[config.mk]
export PLATFORM = sky130hd
export DESIGN_NAME = tpu_run_sequencer
export DESIGN_NICKNAME = d
export VERILOG_FILES = /design/src/rtl/tpu_pkg.sv /design/src/rtl/tpu_run_counter.sv /design/src/rtl/tpu_run_sequencer.sv
export SDC_FILE = /design/constraint.sdc
export NUM_CORES = 1
export LEC_CHECK = 0
export CORE_MARGIN = 4
export CORE_UTILIZATION = 55
export DETAILED_ROUTE_END_ITERATION = 6
export GPL_ROUTABILITY_DRIVEN = 1
export PLACE_DENSITY_LB_ADDON = 0.05
export SETUP_SLACK_MARGIN = 0.02
export SLEW_MARGIN = 25
export SYNTH_ARGS = -nofsm -noshare
export SYNTH_HDL_FRONTEND = slang
export SYNTH_SLANG_ARGS = --single-unit
[constraint.sdc]
create_clock -name clk -period 6.05 [get_ports clk]
set_input_delay 1.5125 -clock clk [delete_from_list [all_inputs] [get_ports clk]]
set_output_delay 1.5125 -clock clk [all_outputs]
set_load 0.01 [all_outputs]
[src/rtl/tpu_pkg.sv]
// rtl/tpu_pkg.sv - shared types and sizing for the TPU run sequencer
package tpu_pkg;

  typedef enum logic [1:0] {
    IDLE  = 2'd0,
    WLOAD = 2'd1,
    RUN   = 2'd2,
    DONE  = 2'd3
  } tpu_state_e;

  localparam int ROWS_W          = 7;
  localparam int DEF_PIPE_LAT    = 128;
  localparam int DEF_MATRIX_SIZE = 64;

  // Counter must reach PIPE_LAT+MATRIX_SIZE-1 in RUN; one extra value of headroom.
  function automatic int cnt_width(input int pipe_lat, input int matrix_size);
    return $clog2(pipe_lat + matrix_size + 1);
  endfunction

  localparam int CNT_W = cnt_width(DEF_PIPE_LAT, DEF_MATRIX_SIZE);

endpackage

[src/rtl/tpu_run_counter.sv]
// rtl/tpu_run_counter.sv - loadable up-counter with clear and enable, shared by WLOAD and RUN
module tpu_run_counter
  import tpu_pkg::*;
#(
  parameter int W = CNT_W
) (
  input  logic         clk,
  input  logic         rstn,
  input  logic         clr_i,
  input  logic         load_i,
  input  logic [W-1:0] load_val_i,
  input  logic         en_i,
  output logic [W-1:0] cnt_o,
  output logic [W-1:0] cnt_nxt_o
);

  logic [W-1:0] cnt_q;
  logic [W-1:0] cnt_d;

  always_comb begin
    cnt_d = cnt_q;
    if (clr_i) begin
      cnt_d = '0;
    end else if (load_i) begin
      cnt_d = load_val_i;
    end else if (en_i) begin
      cnt_d = cnt_q + W'(1);
    end
  end

  always_ff @(posedge clk or negedge rstn) begin
    if (!rstn) begin
      cnt_q <= '0;
    end else begin
      cnt_q <= cnt_d;
    end
  end

  assign cnt_o     = cnt_q;
  assign cnt_nxt_o = cnt_d;

endmodule

[src/rtl/tpu_run_sequencer.sv]
// rtl/tpu_run_sequencer.sv - start/done sequencer for one weight-load + matmul pass
module tpu_run_sequencer
  import tpu_pkg::*;
#(
  parameter int ADDRESSSIZE  = 10,
  parameter int FIFO_ADDR_W  = 2,
  parameter int MATRIX_SIZE  = 64,
  parameter int WLOAD_CYCLES = 2,
  parameter int PIPE_LAT     = 128
) (
  input  logic                   clk,
  input  logic                   rstn,
  input  logic                   start,
  input  logic                   abort,
  input  logic [ADDRESSSIZE-1:0] cfg_ub_base,
  input  logic [ADDRESSSIZE-1:0] cfg_res_base,
  input  logic [ROWS_W-1:0]      cfg_num_rows,
  input  logic [FIFO_ADDR_W-1:0] cfg_wslot,
  output logic                   busy,
  output logic                   done,
  output logic                   err,
  output logic                   ub_rd_en,
  output logic [ADDRESSSIZE-1:0] ub_addr,
  output logic [FIFO_ADDR_W-1:0] fifo_addr,
  output logic                   we_rl,
  output logic                   res_we,
  output logic [ADDRESSSIZE-1:0] res_addr
);

  localparam int              CW         = cnt_width(PIPE_LAT, MATRIX_SIZE);
  localparam logic [CW-1:0]   WLOAD_LAST = CW'(WLOAD_CYCLES - 1);
  localparam logic [CW-1:0]   PIPE_LAT_C = CW'(PIPE_LAT);

  tpu_state_e             state_q, state_d;
  logic [ADDRESSSIZE-1:0] ub_base_q, ub_base_d, res_base_q, res_base_d;
  logic [ROWS_W-1:0]      rows_q, rows_d;
  logic [FIFO_ADDR_W-1:0] wslot_q, wslot_d;
  logic [CW-1:0]          cnt_q, cnt_d, rows_c, run_last;
  logic                   cnt_clr, cnt_en, rows_ok;

  logic                   busy_q, busy_d, done_q, done_d, err_q, err_d;
  logic                   ub_rd_en_q, ub_rd_en_d, we_rl_q, we_rl_d, res_we_q, res_we_d;
  logic [ADDRESSSIZE-1:0] ub_addr_q, ub_addr_d, res_addr_q, res_addr_d;
  logic [FIFO_ADDR_W-1:0] fifo_addr_q, fifo_addr_d;

  assign rows_ok  = (cfg_num_rows != '0) && (int'(cfg_num_rows) <= MATRIX_SIZE);
  assign rows_c   = CW'(rows_q);
  assign run_last = PIPE_LAT_C + rows_c - CW'(1);

  tpu_run_counter #(.W(CW)) u_cnt (
    .clk        (clk),
    .rstn       (rstn),
    .clr_i      (cnt_clr),
    .load_i     (1'b0),
    .load_val_i ('0),
    .en_i       (cnt_en),
    .cnt_o      (cnt_q),
    .cnt_nxt_o  (cnt_d)
  );

  always_comb begin
    state_d    = state_q;
    ub_base_d  = ub_base_q;
    res_base_d = res_base_q;
    rows_d     = rows_q;
    wslot_d    = wslot_q;
    cnt_clr    = 1'b1;
    cnt_en     = 1'b0;
    err_d      = 1'b0;
    case (state_q)
      IDLE: begin
        if (start && rows_ok) begin
          state_d    = WLOAD;
          ub_base_d  = cfg_ub_base;
          res_base_d = cfg_res_base;
          rows_d     = cfg_num_rows;
          wslot_d    = cfg_wslot;
        end else if (start) begin
          err_d = 1'b1;
        end
      end
      WLOAD: begin
        if (abort) begin
          state_d = IDLE;
        end else begin
          err_d = start;
          if (cnt_q == WLOAD_LAST) begin
            state_d = RUN;
          end else begin
            cnt_clr = 1'b0;
            cnt_en  = 1'b1;
          end
        end
      end
      RUN: begin
        if (abort) begin
          state_d = IDLE;
        end else begin
          err_d = start;
          if (cnt_q == run_last) begin
            state_d = DONE;
          end else begin
            cnt_clr = 1'b0;
            cnt_en  = 1'b1;
          end
        end
      end
      default: begin
        err_d   = start;
        state_d = IDLE;
      end
    endcase
  end

  // Outputs are registered from the next state so each strobe lines up with its state cycle.
  always_comb begin
    busy_d      = (state_d == WLOAD) || (state_d == RUN);
    done_d      = (state_d == DONE);
    we_rl_d     = (state_d == WLOAD) && (cnt_d == WLOAD_LAST);
    fifo_addr_d = (state_d == WLOAD) ? wslot_d : fifo_addr_q;
    ub_rd_en_d  = (state_d == RUN) && (cnt_d < rows_c);
    ub_addr_d   = ub_rd_en_d ? ub_base_q + ADDRESSSIZE'(cnt_d) : ub_addr_q;
    res_we_d    = (state_d == RUN) && (cnt_d >= PIPE_LAT_C) && (cnt_d < PIPE_LAT_C + rows_c);
    res_addr_d  = res_we_d ? res_base_q + ADDRESSSIZE'(cnt_d - PIPE_LAT_C) : res_addr_q;
  end

  always_ff @(posedge clk or negedge rstn) begin
    if (!rstn) begin
      state_q     <= IDLE;
      ub_base_q   <= '0;
      res_base_q  <= '0;
      rows_q      <= '0;
      wslot_q     <= '0;
      busy_q      <= 1'b0;
      done_q      <= 1'b0;
      err_q       <= 1'b0;
      ub_rd_en_q  <= 1'b0;
      we_rl_q     <= 1'b0;
      res_we_q    <= 1'b0;
      ub_addr_q   <= '0;
      res_addr_q  <= '0;
      fifo_addr_q <= '0;
    end else begin
      state_q     <= state_d;
      ub_base_q   <= ub_base_d;
      res_base_q  <= res_base_d;
      rows_q      <= rows_d;
      wslot_q     <= wslot_d;
      busy_q      <= busy_d;
      done_q      <= done_d;
      err_q       <= err_d;
      ub_rd_en_q  <= ub_rd_en_d;
      we_rl_q     <= we_rl_d;
      res_we_q    <= res_we_d;
      ub_addr_q   <= ub_addr_d;
      res_addr_q  <= res_addr_d;
      fifo_addr_q <= fifo_addr_d;
    end
  end

  assign busy      = busy_q;
  assign done      = done_q;
  assign err       = err_q;
  assign ub_rd_en  = ub_rd_en_q;
  assign ub_addr   = ub_addr_q;
  assign fifo_addr = fifo_addr_q;
  assign we_rl     = we_rl_q;
  assign res_we    = res_we_q;
  assign res_addr  = res_addr_q;

endmodule

==> results.sh, run 1 <==
export IMPL_crit_type="in2reg"
export IMPL_multi_input_area_sq_um=2260
export IMPL_core_rowCount=31
export IMPL_grt_max_degree=47
export IMPL_max_freq_mhz=194
export IMPL_insertedDiodeCount=0
export IMPL_drv_slew=0
export IMPL_num_vias=3070
export IMPL_layout_nets=510
export IMPL_pre_cts_ws_ns=0.548
export IMPL_syn_area_sq_um=4090
export IMPL_yosysSeqAreaShare_pct=41.0
export IMPL_start_kind="input port"
export IMPL_synth_seq_cells=67
export IMPL_cts_buffers=9
export IMPL_synth_warnings=0
export IMPL_fill_cells=580
export IMPL_place_hpwl_um=6800
export IMPL_die_x_um=94.2
export IMPL_cts_hold_buffers=0
export IMPL_clk_pin_slew_ns=0.08
export IMPL_hold_path_end="res_addr[9]"
export IMPL_finalWirelength_um=8960
export IMPL_cts_tree="done"
export IMPL_postRouteAntennaNets=0
export IMPL_clk_insertion_delay_late_ns=0.34
export IMPL_hold_depth=1
export IMPL_reg2regPathDepth=19
export IMPL_period_minus_slack_ns=5.16
export IMPL_dr_pass1_iters=4
export IMPL_drc=0
export IMPL_syn_num_nets=444
export IMPL_routedWlPerCell_um=16.4
export IMPL_crit_top_cell="inv_1"
export IMPL_crit_required_ns=6.27
export IMPL_register_area_sq_um=1680
export IMPL_synth_cell_types=68
export IMPL_overflow=0
export IMPL_fin_skew_ns=0.00651
export IMPL_port_buffers=60
export IMPL_finalCritPeriodShare_pct=85.4
export IMPL_cts_resized=0
export IMPL_setup_violations_final=0
export IMPL_cp_max_fo=11
export IMPL_arrival_ns=5.39
export IMPL_die_height_um=94.2
export IMPL_rsz0062_at_grt="no"
export IMPL_drive_above_1_share_pct=15.8
export IMPL_worstPathCellList="clkdlybuf4s50_1, or4_1, nor3_1, xnor2_1, and2_1, inv_1, a31oi_1, or2_2, inv_1, ha_1, nand2b_1, a2111oi_0, inv_1, a211o_1, a21oi_2, o21a_1, mux2_1"
export IMPL_drt_iter0_drc=128
export IMPL_rr_endpoint="ub_addr[7]"
export IMPL_avgViaCountPerCell=5.61
export IMPL_regToRegStartpoint="rows_q[0]"
export IMPL_relSlewSlack_pct=43.1
export IMPL_start_util_pct=56.4
export IMPL_worstSetupEndpointType="register"
export IMPL_place_congestion=0.888
export IMPL_synth_edf_count=0
export IMPL_p_total_w=0.00184
export IMPL_syn_to_final_growth_pct=22.6
export IMPL_cts_sinks=67
export IMPL_cts_max_path_buffers=2
export IMPL_grt_pass1_wl_um=15300
export IMPL_cts_root_buf="clkbuf_8"
export IMPL_powerDensity_nw_per_um2=368
export IMPL_finalWorstSetupSlack_ns=0.886
export IMPL_leakagePower_nw=2.26
export IMPL_hp_start="res_addr[9]"
export IMPL_groute_usage_overall_pct=22.3
export IMPL_fp_dieArea_sq_um=8880
export IMPL_worstMarginPinSlew_ns=0.851
export IMPL_ioPinCount=61
export IMPL_hold_viol=0
export IMPL_async_flop_share_pct=100
export IMPL_ys_flop_type="dfrtp_1"
export IMPL_syn_instance_count=377
export IMPL_cap_violations=0
export IMPL_status="completed"
export IMPL_postSynthAreaPerCell_sq_um=10.8
export IMPL_antenna_found_initial=0
export IMPL_ff2ff_setup_slack_ns=1.16
export IMPL_slowest_stage="or4_1"
export IMPL_coreArea_sq_um=7250
export IMPL_cts_htree_levels=3
export IMPL_critPathMaxStageDelay_ns=0.51
export IMPL_cts_setup_buffers=0
export IMPL_tns_ns=0
export IMPL_ir_drop_v=0.000214
export IMPL_worstHoldPathType="reg2reg"
export IMPL_grt_pass1_vias=3154
## how the worst max path moves through the flow
stage | from | end | slack, ns
after floorplan | cfg_num_rows[3] | res_addr[1] | 1.29
after global placement | cfg_num_rows[3] | res_addr[0] | 0.59
after detailed placement | cfg_num_rows[2] | res_addr[0] | 0.55
after CTS | cfg_num_rows[2] | ub_addr[7] | 0.89
after global routing | cfg_num_rows[3] | ub_addr[7] | 0.60
final | cfg_num_rows[2] | ub_addr[7] | 0.89
## cells in the mapped netlist (7+ instances only)
master | number | area share [%]
dfrtp_1 | 67 | 41
ha_1 | 32 | 9.8
mux2_2 | 32 | 8.8
inv_1 | 26 | 2.4
nor2_1 | 18 | 1.7
a21oi_1 | 17 | 2.1
xnor2_1 | 16 | 3.4
o21ai_0 | 13 | 1.6
mux2_1 | 12 | 3.3
nand2_1 | 9 | 0.83
xor2_1 | 8 | 1.7
nand2b_1 | 7 | 1.1
## state kept, by name, indices dropped and copies added, names as in the netlist
register     count
res_we           1
we_rl            1
done             1
res_addr        10
ub_rd_en         1
ub_base_q       10
u_cnt.cnt_o      8
state_q          2
rows_q           7
ub_addr         10
err              1
res_base_q      10
fifo_addr        2
busy             1
wslot_q          2
## report_power, final
| group | total, W | internal (W) | switching, W |
|---|---|---|---|
| registers | 0.000713 | 0.000589 | 0.000124 |
| clock network | 0.000407 | 0.000233 | 0.000175 |
| logic | 0.000725 | 0.000380 | 0.000345 |
## kinds of logic (layout without fill, tap and decap cells)
logic type               after synthesis  in the layout  synth area share (%)
flip-flops                            67             67                  41.0
AND/OR/NAND/NOR                       83             83                  11.7
buffers and inverters                 37            108                  3.70
adder cells (fa/ha/maj)               35             35                  11.0
XOR/XNOR                              24             24                  5.14
multiplexers                          46             46                  12.7
AO/OA/AOI/OAI                         85             85                  14.7
## metrics by stage
stage	instances	utilization (%)	cell area, sq um	hold WS [ns]
after global placement	531	66.1	4800	0.473
after global routing	547	69.1	5010	0.512
final	547	69.1	5010	0.493
after CTS	547	69.1	5010	0.501
after floorplan	377	-	4090	0.467
after detailed placement	531	66.1	4800	0.478
## cell type report
cell class,instances,share of cell area (%)
Multi-Input combinational cell,273,45.1
Sequential cell,67,33.4
Timing Repair Buffer,65,12.6
Clock buffer,10,2.54
Tap cell,99,2.47
Inverter,27,2.02
Clock inverter,6,1.80
## metal layers
metal  global-route usage (%)  wire length (um)  up-vias
met5                        0                 0        -
met2                     36.2              4330       75
met3                     3.85               425       19
li1                         -                 -     1493
met4                     9.75               247        0
met1                     29.2              3960     1483
## critical path: cells and delay by family
kind	cells	cell delay [ns]
simple gates	5	1.27
fa+ha+maj	1	0.16
xor+xnor	1	0.15
mux	1	0.37
buf+inv	4	0.68
compound gates	5	1.25
## cells in the final DEF (no fill, tap or decap), types with 4 or more instances in the layout
cell,instances
nor3_1,5
a31oi_1,4
a21oi_1,17
nor2_1,18
or3_1,5
o31ai_1,4
buf_4,5
nand4_1,4
a21o_1,6
inv_1,26
mux2_2,32
xnor2_1,16
nor2b_1,6
ha_1,32
clkbuf_8,9
clkdlybuf4s50_1,59
a211o_1,4
nand2b_1,7
nand2_1,9
o21bai_1,6
dfrtp_1,67
o21a_1,6
xor2_1,8
mux2_1,12
o21ai_0,13
No activity file was read; power rests on OpenSTA's default activity.
==> run 2, diff against run 1 <==
- CAP_MARGIN: not set -> 40
==> results.sh, run 2 (synthesis gave the netlist of run 1 again) <==
export IMPL_grt_max_degree=47
export IMPL_worstSetupEndpointType="register"
export IMPL_cap_violations=0
export IMPL_layout_nets=511
export IMPL_core_rowCount=31
export IMPL_grt_pass1_wl_um=15300
export IMPL_avgViaCountPerCell=5.62
export IMPL_drive_above_1_share_pct=16.0
export IMPL_start_kind="input port"
export IMPL_finalWirelength_um=8980
export IMPL_num_vias=3082
export IMPL_grt_pass1_vias=3154
export IMPL_groute_usage_overall_pct=22.3
export IMPL_cts_max_path_buffers=2
export IMPL_fin_skew_ns=0.00635
export IMPL_worstMarginPinSlew_ns=0.574
export IMPL_crit_required_ns=6.27
export IMPL_powerDensity_nw_per_um2=367
export IMPL_fin_util_pct=69.3
export IMPL_internal_power_w=0.00120
export IMPL_routedWlPerCell_um=16.4
export IMPL_share_seq_of_total_power_pct=38.6
export IMPL_finalCritPeriodShare_pct=85.6
export IMPL_die_x_um=94.2
export IMPL_p_sw_w=0.000644
export IMPL_switching_share_pct=34.8
export IMPL_syn_to_final_growth_pct=23.0
export IMPL_combPwrFrac_pct=39.4
export IMPL_start_util_pct=56.4
export IMPL_critPathMaxStageDelay_ns=0.50
export IMPL_cts_hold_buffers=0
export IMPL_worstHoldPathType="reg2reg"
export IMPL_clk_insertion_delay_late_ns=0.34
export IMPL_ioPinCount=61
export IMPL_die_height_um=94.2
export IMPL_crit_top_cell="inv_1"
export IMPL_rsz0062_at_grt="no"
export IMPL_drc=0
export IMPL_drv_slew=0
export IMPL_crit_type="in2reg"
export IMPL_layout_commonest_cell="dfrtp_1"
export IMPL_cts_buffers=9
export IMPL_cts_resized=0
export IMPL_antenna_found_initial=0
export IMPL_period_minus_slack_ns=5.18
export IMPL_place_hpwl_um=6800
export IMPL_slowest_stage="or4_1"
export IMPL_insertedDiodeCount=0
export IMPL_fp_dieArea_sq_um=8880
export IMPL_leakagePower_nw=2.27
export IMPL_final_cells=548
export IMPL_arrival_ns=5.40
export IMPL_clk_pin_slew_ns=0.08
export IMPL_cts_setup_buffers=0
export IMPL_dp_cells=531
export IMPL_cts_sinks=67
export IMPL_ir_drop_v=0.000213
export IMPL_worstPathCellList="clkdlybuf4s50_1, or4_1, nor3_1, xnor2_1, and2_1, inv_1, a31oi_1, or2_2, inv_1, ha_1, nand2b_1, a2111oi_0, inv_1, a211o_1, a21oi_2, o21a_1, mux2_1"
export IMPL_layout_common_cells="dfrtp_1, clkdlybuf4s50_1, mux2_2, ha_1, inv_1"
export IMPL_cp_max_fo=11
export IMPL_relSlewSlack_pct=61.6
export IMPL_coreArea_sq_um=7250
export IMPL_register_area_sq_um=1680
export IMPL_p_total_w=0.00185
export IMPL_dr_pass1_iters=4
export IMPL_clock_power_share_pct=22.0
export IMPL_cts_root_buf="clkbuf_8"
export IMPL_overflow=0
export IMPL_drt_iter0_drc=107
export IMPL_postRouteAntennaNets=0
export IMPL_tns_ns=0
export IMPL_fill_cells=578
export IMPL_multi_input_area_sq_um=2260
export IMPL_max_freq_mhz=193
export IMPL_setup_violations_final=0
export IMPL_cts_htree_levels=3
export IMPL_status="completed"
export IMPL_place_congestion=0.888
export IMPL_hold_viol=0
export IMPL_port_buffers=60
export IMPL_cts_tree="done"
run 2: changes by cell type in the layout (fill, tap and decap cells not counted):
| cell | delta |
|---|---|
| buf_8 | +1 |
run 2: area by class of cell:
cell class	count	area share [%]
tap	99	2.46
multi-input combinational	273	45.0
timing repair buffer	66	12.9
clock buffer	10	2.54
clock inverter	6	1.79
inverter	27	2.01
sequential	67	33.3
run 2: worst max-delay path: cells and delay by family:
kind / cells / cell delay [ns]
simple gates: 5 / 1.26
fa+ha+maj: 1 / 0.16
mux: 1 / 0.37
xor+xnor: 1 / 0.16
buf+inv: 4 / 0.69
compound gates: 5 / 1.25
run 2: power by group through the flow:
stage | sequential [W] | clock (W) | combinational (W)
6_report | 0.000713 | 0.000407 | 0.000728
5_1_grt | 0.000734 | 0.000434 | 0.000808
4_1_cts | 0.000712 | 0.000415 | 0.000731
3_5_place_dp | 0.000719 | 0 | 0.000725
3_3_place_gp | 0.000715 | 0 | 0.000702
2_1_floorplan | 0.000694 | 0 | 0.000503
run 2: worst paths after layout:
path	cells after the start	start	slack, ns	to
max	17	cfg_num_rows[2]	0.87	ub_addr[7]
min	1	res_addr[9]	0.49	res_addr[9]
max reg2reg	19	rows_q[0]	1.16	ub_addr[7]
max in group asynchronous	2	rstn	3.97	ub_addr[0]
min in group asynchronous	1	rstn	1.12	err
min reg2reg	1	res_addr[9]	0.49	res_addr[9]
run 2: through the flow:
step | hold WS, ns | area, sq um | worst slack, ns
after floorplan | 0.467 | 4090 | 1.29
after global placement | 0.473 | 4800 | 0.588
after detailed placement | 0.478 | 4800 | 0.548
after CTS | 0.501 | 5010 | 0.892
after global routing | 0.512 | 5030 | 0.601
final | 0.493 | 5030 | 0.873
run 2: routing by layer:
metal / up-vias / track usage, % / share of wire (%)
met2: 59 / 36.2 / 49
met1: 1508 / 29.2 / 45
met3: 15 / 3.85 / 3.4
li1: 1500 / - / -
met5: - / 0 / 0
met4: 0 / 9.75 / 2.2
==> run 3, diff against run 2 <==
- CELL_PAD_IN_SITES_DETAIL_PLACEMENT: not set -> 0
- CELL_PAD_IN_SITES_GLOBAL_PLACEMENT: not set -> 1
- CORE_UTILIZATION: 55 -> 43
- TNS_END_PERCENT: not set -> 5
==> results.sh, run 3 (synthesis gave the netlist of run 1 again) <==
export IMPL_port_buffers=60
export IMPL_layout_nets=513
export IMPL_clock_power_share_pct=19.9
export IMPL_num_vias=2989
export IMPL_core_rowCount=35
export IMPL_start_util_pct=44.3
export IMPL_drive_above_1_share_pct=16.0
export IMPL_cts_sinks=67
export IMPL_period_minus_slack_ns=5.18
export IMPL_groute_usage_overall_pct=17.4
export IMPL_cp_startpoint="cfg_num_rows[3]"
export IMPL_slowest_stage="or4_1"
export IMPL_placed_area_sq_um=4870
export IMPL_leakagePower_nw=2.27
export IMPL_cap_violations=0
export IMPL_routedWlPerCell_um=16.0
export IMPL_postRouteAntennaNets=0
export IMPL_worstPathCellList="clkdlybuf4s50_1, or4_1, nor3_1, xnor2_1, and2_1, inv_1, a31oi_1, or2_2, inv_1, ha_1, nand2b_1, a2111oi_0, inv_1, a211o_1, a21oi_2, nor2_1, nor2_2, buf_4, mux2_2"
export IMPL_status="completed"
export IMPL_ir_drop_v=0.000218
export IMPL_worstSetupEndpointType="register"
export IMPL_crit_type="in2reg"
export IMPL_overflow=0
export IMPL_hold_viol=0
export IMPL_postLayoutCellArea_sq_um=5050
export IMPL_grt_pass1_vias=3064
export IMPL_internal_power_w=0.00117
export IMPL_cts_hold_buffers=0
export IMPL_antenna_found_initial=0
export IMPL_start_kind="input port"
export IMPL_powerDensity_nw_per_um2=351
export IMPL_fp_dieArea_sq_um=11100
export IMPL_finalCritPeriodShare_pct=85.6
export IMPL_fin_skew_ns=0.00810
export IMPL_dr_pass1_iters=4
export IMPL_cp_max_fo=11
export IMPL_drc=0
export IMPL_grt_pass1_wl_um=15300
export IMPL_hp_start="res_addr[9]"
export IMPL_place_congestion=0.839
export IMPL_arrival_ns=5.40
export IMPL_cts_setup_buffers=0
export IMPL_syn_to_final_growth_pct=23.5
export IMPL_finalWirelength_um=9250
export IMPL_crit_required_ns=6.26
export IMPL_combPwrFrac_pct=40.2
export IMPL_cts_htree_levels=3
export IMPL_cts_tree="done"
export IMPL_rsz0062_at_grt="no"
export IMPL_clk_pin_slew_ns=0.06
export IMPL_cts_resized=0
export IMPL_critPathMaxStageDelay_ns=0.51
export IMPL_tns_ns=0
export IMPL_cts_root_buf="clkbuf_8"
export IMPL_drv_slew=0
export IMPL_grt_max_degree=40
export IMPL_insertedDiodeCount=0
export IMPL_place_hpwl_um=7100
export IMPL_drt_iter0_drc=78
export IMPL_worstHoldPathType="reg2reg"
export IMPL_regToRegStartpoint="rows_q[0]"
export IMPL_crit_top_cell="inv_1"
export IMPL_relSlewSlack_pct=51.2
export IMPL_avgViaCountPerCell=5.17
export IMPL_clk_insertion_delay_late_ns=0.33
export IMPL_share_seq_of_total_power_pct=39.9
export IMPL_cts_max_path_buffers=2
export IMPL_setup_violations_final=0
export IMPL_die_x_um=106
export IMPL_cts_buffers=9
export IMPL_ioPinCount=61
export IMPL_rr_endpoint="res_addr[0]"
export IMPL_critPathCapture="res_addr[0]"
export IMPL_p_sw_w=0.000608
export IMPL_switching_share_pct=34.3
export IMPL_worstMarginPinSlew_ns=0.730
export IMPL_reg2regPathDepth=21
export IMPL_ff2ff_setup_slack_ns=1.12
export IMPL_max_freq_mhz=193
export IMPL_layout_common_cells="dfrtp_1, clkdlybuf4s50_1, mux2_2, ha_1, inv_1"
export IMPL_coreArea_sq_um=9240
export IMPL_die_height_um=106
export IMPL_layout_commonest_cell="dfrtp_1"
==> run 3: cell types whose count changed in the layout (fill, tap and decap cells not counted), sizes merged <==
cell | previous run | this run
buf | 7 | 9
clkbuf | 10 | 11
clkinvlp | 1 | 0
bufinv | 2 | 1
clkinv | 3 | 2
==> run 3: stage by stage <==
stage	total power, W	hold slack, ns	std cells	worst slack [ns]	utilization [%]
floorplan	0.00120	0.467	377	1.29	-
global placement	0.00142	0.470	563	0.550	52.5
detailed placement	0.00143	0.478	564	0.502	52.7
CTS	0.00180	0.489	578	0.854	54.7
global route	0.00191	0.510	578	0.573	54.7
finish	0.00177	0.485	578	0.868	54.7
==> run 3: final cells by class <==
cell class / count / area (sq um)
fill: 830 / 4190
multi-input combinational: 273 / 2260
sequential: 67 / 1680
timing repair buffer: 68 / 668
tap: 129 / 161
clock buffer: 11 / 141
inverter: 27 / 101
clock inverter: 3 / 40.0
==> run 3: how the worst min path moves through the flow <==
stage / end / cells past startpoint
5_1_grt: res_addr[9] / 1
3_5_place_dp: res_addr[5] / 1
6_report: res_addr[9] / 1
2_1_floorplan: wslot_q[1] / 1
3_3_place_gp: res_addr[6] / 1
4_1_cts: res_addr[9] / 1
==> run 3: worst max-delay path, delay by kind of cell <==
kind	cells	cell delay, ns
AOI/OAI and AO/OA	4	0.85
xor gates and xnor gates	1	0.15
adders and majority gates	1	0.17
buffers and inverters	5	0.88
muxes	1	0.34
and+or+nand+nor	7	1.46
==> run 3: per-layer routing <==
metal,part of all wire (%),GRT usage (%),routed length (um),up-vias
li1,-,-,-,1496
met1,48,24.3,4460,1434
met2,47,27.5,4350,49
met3,3.4,2.94,319,10
met4,1.4,5.55,125,0
met5,0,0,0,-
==> run 3: power by group through the flow <==
stage                     clock network (W)  registers (W)  logic, W
after global placement                    0       0.000715  0.000705
after detailed placement                  0       0.000717  0.000716
after CTS                          0.000367       0.000709  0.000724
final                              0.000352       0.000708  0.000713
after floorplan                           0       0.000694  0.000503
after global routing               0.000385       0.000729  0.000800
